### src/rtl/load_store_unit.sv
// ---------------------------------------------------------------------------
// load_store_unit
//
// Memory-stage load/store unit for the 16-bit MIPS-style pipeline. It accepts
// one load or store at a time from execute. It rejects misaligned and
// out-of-range addresses. It performs one single-cycle access to the
// byte-addressed data memory and returns an extended load result to
// write-back.
//
// Ports
//   clk, rst_n          clock, asynchronous active-low reset
//   req_*               request handshake from execute (valid/ready)
//   resp_*              response handshake to write-back (valid/ready)
//   fault_count         saturating count of rejected requests
//   dm_enable, mem_*    data-memory access controls; mem_data_out is the
//                       memory's registered read data
// ---------------------------------------------------------------------------
module load_store_unit #(
  parameter int MEM_BYTES = 512,
  parameter int FCNT_W    = 8
) (
  input  logic              clk,
  input  logic              rst_n,
  input  logic              req_valid,
  output logic              req_ready,
  input  logic              req_write,
  input  logic              req_byte,
  input  logic              req_signed,
  input  logic [15:0]       req_addr,
  input  logic [15:0]       req_wdata,
  input  logic [2:0]        req_rd,
  output logic              resp_valid,
  input  logic              resp_ready,
  output logic [15:0]       resp_data,
  output logic [2:0]        resp_rd,
  output logic              resp_load,
  output logic              resp_fault,
  output logic [FCNT_W-1:0] fault_count,
  output logic              dm_enable,
  output logic              mem_read,
  output logic              mem_write,
  output logic              mem_byte,
  output logic [15:0]       mem_address,
  output logic [15:0]       mem_data_in,
  input  logic [15:0]       mem_data_out
);

  typedef enum logic [1:0] {
    S_IDLE    = 2'd0,
    S_ISSUE   = 2'd1,
    S_CAPTURE = 2'd2,
    S_RESP    = 2'd3
  } state_t;

  // Highest legal start address for a byte and for a word access.
  localparam logic [15:0] MAX_BYTE_ADDR = 16'(MEM_BYTES - 1);
  localparam logic [15:0] MAX_WORD_ADDR = 16'(MEM_BYTES - 2);
  localparam logic [FCNT_W-1:0] FCNT_ONE = FCNT_W'(1);

  state_t              r_state;
  state_t              w_state_next;
  logic                w_accept;
  logic                w_fault;

  logic                r_write;
  logic                r_byte;
  logic                r_signed;
  logic [15:0]         r_addr;
  logic [15:0]         r_wdata;
  logic [2:0]          r_rd;
  logic                r_load;
  logic                r_fault;
  logic [15:0]         r_resp_data;
  logic [FCNT_W-1:0]   r_fault_count;

  assign w_accept = req_valid && (r_state == S_IDLE);

  // A word must be even and its upper byte must also fall inside memory.
  assign w_fault = req_byte ? (req_addr > MAX_BYTE_ADDR)
                            : (req_addr[0] || (req_addr > MAX_WORD_ADDR));

  // NOTE: every sequential process uses non-blocking assignments so all
  // registers update from the same pre-edge values.
  always_ff @(posedge clk or negedge rst_n) begin
    if (!rst_n) begin
      r_state <= S_IDLE;
    end else begin
      r_state <= w_state_next;
    end
  end

  // NOTE: the next-state default is assigned first so no path through the
  // case leaves it unassigned (which would infer a latch).
  always_comb begin
    w_state_next = r_state;
    case (r_state)
      S_IDLE:    if (w_accept) w_state_next = w_fault ? S_RESP : S_ISSUE;
      S_ISSUE:   w_state_next = r_write ? S_RESP : S_CAPTURE;
      S_CAPTURE: w_state_next = S_RESP;
      S_RESP:    if (resp_ready) w_state_next = S_IDLE;
      default:   w_state_next = S_IDLE;
    endcase
  end

  // NOTE: the datapath registers are reset as well, because the response
  // and memory outputs are read straight from them and must be 0 in reset.
  always_ff @(posedge clk or negedge rst_n) begin
    if (!rst_n) begin
      r_write       <= 1'b0;
      r_byte        <= 1'b0;
      r_signed      <= 1'b0;
      r_addr        <= 16'h0000;
      r_wdata       <= 16'h0000;
      r_rd          <= 3'd0;
      r_load        <= 1'b0;
      r_fault       <= 1'b0;
      r_resp_data   <= 16'h0000;
      r_fault_count <= '0;
    end else begin
      if (w_accept) begin
        r_write     <= req_write;
        r_byte      <= req_byte;
        r_signed    <= req_signed;
        r_addr      <= req_addr;
        r_wdata     <= req_wdata;
        r_rd        <= req_rd;
        r_load      <= !req_write;
        r_fault     <= w_fault;
        // Stores and faults answer with 0; loads overwrite this in CAPTURE.
        r_resp_data <= 16'h0000;
        if (w_fault && (r_fault_count != '1)) begin
          r_fault_count <= r_fault_count + FCNT_ONE;
        end
      end
      if (r_state == S_CAPTURE) begin
        if (!r_byte) begin
          r_resp_data <= mem_data_out;
        end else if (r_signed) begin
          r_resp_data <= {{8{mem_data_out[7]}}, mem_data_out[7:0]};
        end else begin
          r_resp_data <= {8'h00, mem_data_out[7:0]};
        end
      end
    end
  end

  assign req_ready   = (r_state == S_IDLE);
  assign resp_valid  = (r_state == S_RESP);
  assign resp_data   = r_resp_data;
  assign resp_rd     = r_rd;
  assign resp_load   = r_load;
  assign resp_fault  = r_fault;
  assign fault_count = r_fault_count;

  // Strobes are decoded from the state register, so the asynchronous reset
  // removes them at once and a store cut by reset never reaches memory.
  assign dm_enable   = (r_state == S_ISSUE);
  assign mem_read    = dm_enable && !r_write;
  assign mem_write   = dm_enable && r_write;
  assign mem_byte    = dm_enable && r_byte;
  assign mem_address = r_addr;
  assign mem_data_in = r_byte ? {8'h00, r_wdata[7:0]} : r_wdata;

endmodule

### config.mk
export PLATFORM = sky130hd
export DESIGN_NAME = load_store_unit
export DESIGN_NICKNAME = d
export VERILOG_FILES = /design/src/rtl/load_store_unit.sv
export SDC_FILE = /design/constraint.sdc
export NUM_CORES = 1
export LEC_CHECK = 0
export BUFFER_PORTS_ARGS = -buffer_cell sky130_fd_sc_hd__buf_2
export CELL_PAD_IN_SITES_DETAIL_PLACEMENT = 1
export CELL_PAD_IN_SITES_GLOBAL_PLACEMENT = 1
export CORE_ASPECT_RATIO = 2
export CORE_MARGIN = 3
export CORE_UTILIZATION = 37
export CTS_BUF_LIST = sky130_fd_sc_hd__clkbuf_8
export CTS_CLUSTER_SIZE = 20
export DETAILED_ROUTE_END_ITERATION = 7
export GPL_TIMING_DRIVEN = 0
export PLACE_DENSITY = 0.81
export SLEW_MARGIN = 20
export SYNTH_ARGS = -nofsm -noshare
export SYNTH_HDL_FRONTEND = slang
export SYNTH_SLANG_ARGS = --single-unit
### constraint.sdc
create_clock -name clk -period 1.9 [get_ports clk]
set_clock_uncertainty 0.15 [all_clocks]
set_input_delay 0.19 -clock clk [delete_from_list [all_inputs] [get_ports clk]]
set_output_delay 0.19 -clock clk [all_outputs]
set_load 0.1 [all_outputs]
Yosys cells after proc, flatten, opt, wreduce, memory -nomap -nowiden --
Index checks and enable logic that the tools add are counted. W data, S select, Z words.
Storage, ports and cells: logic and storage cells 43, flip-flop bits (word level) 66, input bits 58, output and inout port bits 67
Cells by class: $add $sub $neg 1, equality and inequality tests 6, muxes and demuxes 11, reductions and logical operators 12, $lt $le $gt $ge 2
Operators with widths (number):
- $mux W16 | 5
- $gt A16 B9 Y1 const B | 2
- $add A8 B1 Y8 const B | 1
- $ne A8 B8 Y1 const B | 1
- $pmux W2 S4 | 1
- $mux W2 | 3
- $logic_and A1 B1 Y1 | 5
- $eq A2 B2 Y1 const B | 2
- $ne A2 B1 Y1 const B | 2
- $reduce_and A2 Y1 | 2
- $eq A2 B1 Y1 const B | 1
- $logic_not A1 Y1 | 2
- $logic_not A2 Y1 | 1
- $mux W1 | 2
- $reduce_bool A2 Y1 | 1
- $logic_or A1 B1 Y1 | 1

Logic depth before layout (Yosys ltp) --
Gate-level depths: netlist of the first run.
depth after elaboration 6, mapped depth 7, depth with buffers taken out 6

Worst setup path before layout of the first run --
Ideal clock, no wire load.
kind register -> output, start register r_state[1], end output port mem_read, slack -1.194 ns, data required time 1.560 ns, cell stages (with the launch flop) 4, arrival time 2.754 ns, path buffers 0, cells stage by stage dfrtp_1 -> inv_1 -> ha_1 -> nor2b_1
On the way: word-level cells in the longest chain between the ends 2
RTL lines:
- from (decl) | RTL line 60 | state_t r_state;
- from (signal assigned) | RTL line 88 | r_state <= w_state_next;
- $eq A2 B1 Y1 | RTL line 157 | assign dm_enable = (r_state == S_ISSUE);
- net dm_enable | RTL line 39 | output logic dm_enable,
- $logic_and A1 B1 Y1 | RTL line 158 | assign mem_read = dm_enable && !r_write;
- to (decl) | RTL line 40 | output logic mem_read,
The timed path passes the listed nets, and every way through them passes these cells.

Worst setup path in the final report of the first run --
start register r_state[0], end output port req_ready
On the way: word-level cells in the longest chain between the ends 1
RTL lines:
- $logic_not A2 Y1 | RTL line 147 | assign req_ready = (r_state == S_IDLE);
- to (decl) | RTL line 25 | output logic req_ready,
No other way between the ends.

==> results of run 1 <==
area by class of cell:
type	instances	area [sq um]	area share [%]
antenna	2	5.00	0.111
clock buffer	12	165	3.66
multi-input combinational	148	1120	24.8
inverter	3	15.0	0.332
clock inverter	4	72.6	1.61
timing repair buffer	184	1250	27.7
buffer	15	103	2.27
tap	92	115	2.55
sequential	66	1670	36.9
worst register-to-register path: stages, from the launching register on:
cell     delay [ns]
dfrtp_2        0.46
inv_2          0.10
ha_4           0.18
nand2_4        0.09
a31oi_4        0.26
nand4_1        0.14
mux2_1         0.33
registers in the layout, indices dropped and copies added (netlist names):
register and count:
resp_rd 3, resp_fault 1, fault_count 8, mem_address 16, r_state 2, resp_data 16, r_wdata 16, resp_load 1
r_byte 1, r_signed 1, r_write 1
through the flow:
stage	setup slack, ns	util [%]	setup TNS, ns	instance area [sq um]
final	0.0405	61.7	0	4520
after global routing	-0.0235	61.6	-0.0520	4510
after CTS	0.00142	61.0	0	4470
after detailed placement	-0.234	49.7	-0.754	3640
after global placement	-0.177	49.4	-0.197	3610
after floorplan	-0.316	-	-2.79	2880
routing by layer:
metal,vias to the layer above,global-route usage [%]
met5,-,0
li1,1177,-
met2,73,45.9
met3,18,4.86
met1,1311,20.8
met4,0,11.5
synth_stat cells (4+ instances only):
cell,number
o21ai_0,17
nor2b_1,9
xnor2_1,4
buf_2,5
nor2_1,12
ha_1,5
a21oi_1,4
buf_4,8
nand4_1,4
mux2_2,39
dfrtp_1,66
nand2b_1,4
clkbuf_1,4
nand2_1,31
cells by family after synthesis:
family	share of synthesized area (%)
adders and majority gates	2.21
AOI/OAI and AO/OA	5.26
DFF	58.4
xor gates and xnor gates	1.24
muxes	16.3
and+or+nand+nor	12.7
buffers and inverters	3.93
final timing paths:
path	startpoint	endpoint	depth (start not counted)
setup reg to reg	r_state[0]	fault_count[6]	6
setup / recovery	r_state[0]	req_ready	3
hold / removal	req_valid	resp_data[12]	4
min in group asynchronous	rst_n	r_wdata[5]	2
max in group asynchronous	rst_n	fault_count[2]	3
hold reg to reg	resp_data[12]	resp_data[12]	2
repair_timing:
item | in CTS | in global routing
endpoints found under the hold margin | 121 | 0
hold buffers | 55 | 0
setup endpoints to repair | 22 | 24
resized for setup | 13 | 8
gates cloned | 0 | 0
buffers inserted | 1 | 3
pin swaps | 0 | 1
==> metrics.cfg, run 1 <==
[global_routing]
antenna_found_initial = 0
grt_pass1_vias = 2946
grt_pass1_wl_um = 14700
grt_max_degree = 38
overflow = 0
grt_use_total_pct = 23.3

[setup_path]
slowest_stage = dfrtp_2
path_cells = inv_2 > ha_4 > buf_2
cp-end-kind = output port
slowest_delay_ns = 0.46
r2r_slack_ns = 0.08
crit_fanout = 6
path_class = flip-flop to output port
crit_family = buffers and inverters
critical_path_buf_inv_count = 2
cp-start-kind = flip-flop
arrival_ns = 1.52
critPathRequiredTime_ns = 1.56

[drt]
m1WireLength_um = 3150
drtIter0Drc = 74
totalWireLength_um = 9660
drc_errors = 0
wl_met3_um = 337
wl_met2_um = 5890
routedWlPerCell_um = 18.4
first_pass_iters = 4
via_per_inst = 4.90
routed-via-count = 2579
top_layer_used = met4
ant_nets = 0

[floorplan]
std_cell_rows = 44
die_h_um = 130
io_pins = 125
die_w_um = 67.8
core_area_sq_um = 7320
dieArea_sq_um = 8800
start_util_pct = 38.7

[sta]
period_minus_slack_ns = 1.86
finalCritPeriodShare_pct = 97.9
slew_headroom_pct = 65.1
hold_violations = 0
worstMarginPinSlew_ns = 0.526
slew_viol_final = 0
fmax_mhz = 538
setup_viol = 0
timing.hold.ws_ns = 0.158
grt_setup_unrepaired = yes

[min_path]
hold_path_class = primary input to flip-flop

[clock_network]
cts_tree = done
cts_made_buffers = 9
clock-root-buffer = clkbuf_8
clk_latency_ns = 0.35
cts-htree-levels = 3
clk_pin_slew_worst_paths_ns = 0.07
ctsLongestPathBuffers = 2
clkSinkCount = 66

[synth]
synth_area_sq_um = 2830
netlist_instances = 234
synthArstFlopShare_pct = 100
synth_cell_types = 28
synthFlopType = dfrtp_1
yosysWarnings = 0
yosys-top-cells-area = dfrtp_1 (58%), mux2_2 (16%), nand2_1 (4.1%), o21ai_0 (3.0%), ha_1 (2.2%)
synth.net_count = 297
synth_top_cell_by_area = dfrtp_1
ys_ff_latch = 66
synth_edf_count = 0
ys_seq_area_share_pct = 58.4
yosysTopAreaCellShare_pct = 58.4
syn_area_per_cell_sq_um = 12.1

[run_status]
status = finished clean

[cells_and_area]
n_fill_cell = 784
layout_common_cells = buf_2 (122), dfrtp_1 (56), dlygate4sd3_1 (55)
area.growth.synth_to_final_pct = 59.6
stdcell_count = 526
drive_above_1_share_pct = 52.1
fin_nets = 490
final_common_cell = buf_2

[place]
gp_congestion = 0.768
place_inst = 451
io_buffer_count = 124
place_hpwl_um = 6120

[flow_run]
drv_cap = 0

Power of run 1 is left out: the tool's default activity adds up to more than one toggle a clock period on the data nets, which glitch-free logic cannot reach.
==> run 2, diff against run 1 <==
--- a/config.mk
+++ b/config.mk
@@ -12,10 +12,12 @@
 export CORE_MARGIN = 3
 export CORE_UTILIZATION = 37
 export CTS_BUF_LIST = sky130_fd_sc_hd__clkbuf_8
-export CTS_CLUSTER_SIZE = 20
+export CTS_CLUSTER_SIZE = 12
 export DETAILED_ROUTE_END_ITERATION = 7
 export GPL_TIMING_DRIVEN = 0
 export PLACE_DENSITY = 0.81
+export RECOVER_POWER = 50
+export REMOVE_ABC_BUFFERS = 1
 export SLEW_MARGIN = 20
 export SYNTH_ARGS = -nofsm -noshare
 export SYNTH_HDL_FRONTEND = slang
==> metrics.cfg, run 2 (synthesis gave the netlist of run 1 again) <==
[run_status]
status = finished clean

[clock_network]
clk_pin_slew_worst_paths_ns = 0.07
cts_made_buffers = 9
ctsLongestPathBuffers = 2
cts-htree-levels = 3
clock-root-buffer = clkbuf_8
cts_tree = done
clk_latency_ns = 0.34
clkSinkCount = 66

[floorplan]
io_pins = 125
die_h_um = 130
die_w_um = 67.8
dieArea_sq_um = 8800
std_cell_rows = 44
core_area_sq_um = 7320
start_util_pct = 38.7

[sta]
setup_viol = 0
period_minus_slack_ns = 1.85
slew_viol_final = 0
worstMarginPinSlew_ns = 0.814
slew_headroom_pct = 45.8
finalCritPeriodShare_pct = 97.2
fmax_mhz = 542
timing.hold.ws_ns = 0.178
hold_violations = 0

[drt]
via_per_inst = 4.95
ant_nets = 0
routedWlPerCell_um = 19.4
routed-via-count = 2578
totalWireLength_um = 10100
drtIter0Drc = 115
first_pass_iters = 4
drc_errors = 0

[place]
dpl_cell_area_sq_um = 3490
place_inst = 434
io_buffer_count = 124
gp_congestion = 0.781
place_hpwl_um = 5840

[setup_path]
critPathRequiredTime_ns = 1.56
arrival_ns = 1.51
r2r_slack_ns = 0.08
r2r_cells = 6
cp-start-kind = flip-flop
crit_fanout = 4
path_class = flip-flop to output port
cp-end-kind = output port

[cells_and_area]
drive_above_1_share_pct = 47.9
seqCellArea_sq_um = 1650
multi_input_area_sq_um = 1130
finish.utilization_pct = 60.4
area.growth.synth_to_final_pct = 56.3
design_area_sq_um = 4420
n_fill_cell = 808
stdcell_count = 521
fin_nets = 486
final_common_cell = buf_2
layout_common_cells = buf_2 (81), dfrtp_1 (64), dlygate4sd3_1 (55)

[global_routing]
grt_use_total_pct = 24.3
overflow = 0
grt_pass1_wl_um = 15400
grt_max_degree = 37
grt_pass1_vias = 2915
antenna_found_initial = 1

[min_path]
hold_path_class = primary input to flip-flop
holdPathStages = 3

[flow_run]
drv_cap = 0

-- run 2: worst max-delay path, cell delays in order (launching register included) --
cell     delay, ns
dfrtp_1       0.45
inv_2         0.12
ha_1          0.20
nor2b_2       0.17
buf_6         0.23
-- run 2: area by class of cell --
cell class,count,share of cell area (%)
clock inverters,4,0.396
flip-flops and latches,66,37.4
diodes,1,0.0566
multi-input cells,150,25.6
repair buffers,193,29.9
inverters,3,0.255
well taps,92,2.60
clock buffers,12,3.73
-- run 2: stage by stage --
stage	TNS, ns	setup slack, ns
floorplan	-66.15	-1.50
global placement	-27.50	-0.965
detailed placement	-30.88	-1.02
CTS	0	0.0143
global route	-0.0914	-0.0351
finish	0	0.0533
-- run 2: per-layer routing --
layer	GRT usage, %	part of all wire [%]
met1	24.1	32
met2	46.2	60
met3	4.68	3.3
met4	11.3	4.6
met5	0	0
-- run 2: final timing paths --
check	startpoint	end
min reg2reg	resp_load	resp_load
max reg2reg	r_state[1]	fault_count[4]
min	resp_ready	r_state[1]
min in group asynchronous	rst_n	resp_data[3]
max	r_state[1]	mem_read
max in group asynchronous	rst_n	r_byte
-- run 2: what timing repair did --
item / in CTS / in global routing
cloned: 2 / 0
hold buffers: 55 / 0
pin swaps: 1 / 2
endpoints found under the hold margin: 85 / 0
buffers inserted: 4 / 9
setup endpoints to repair: 77 / 31
resized for setup: 15 / 10
Power of run 2 is left out for the same reason.
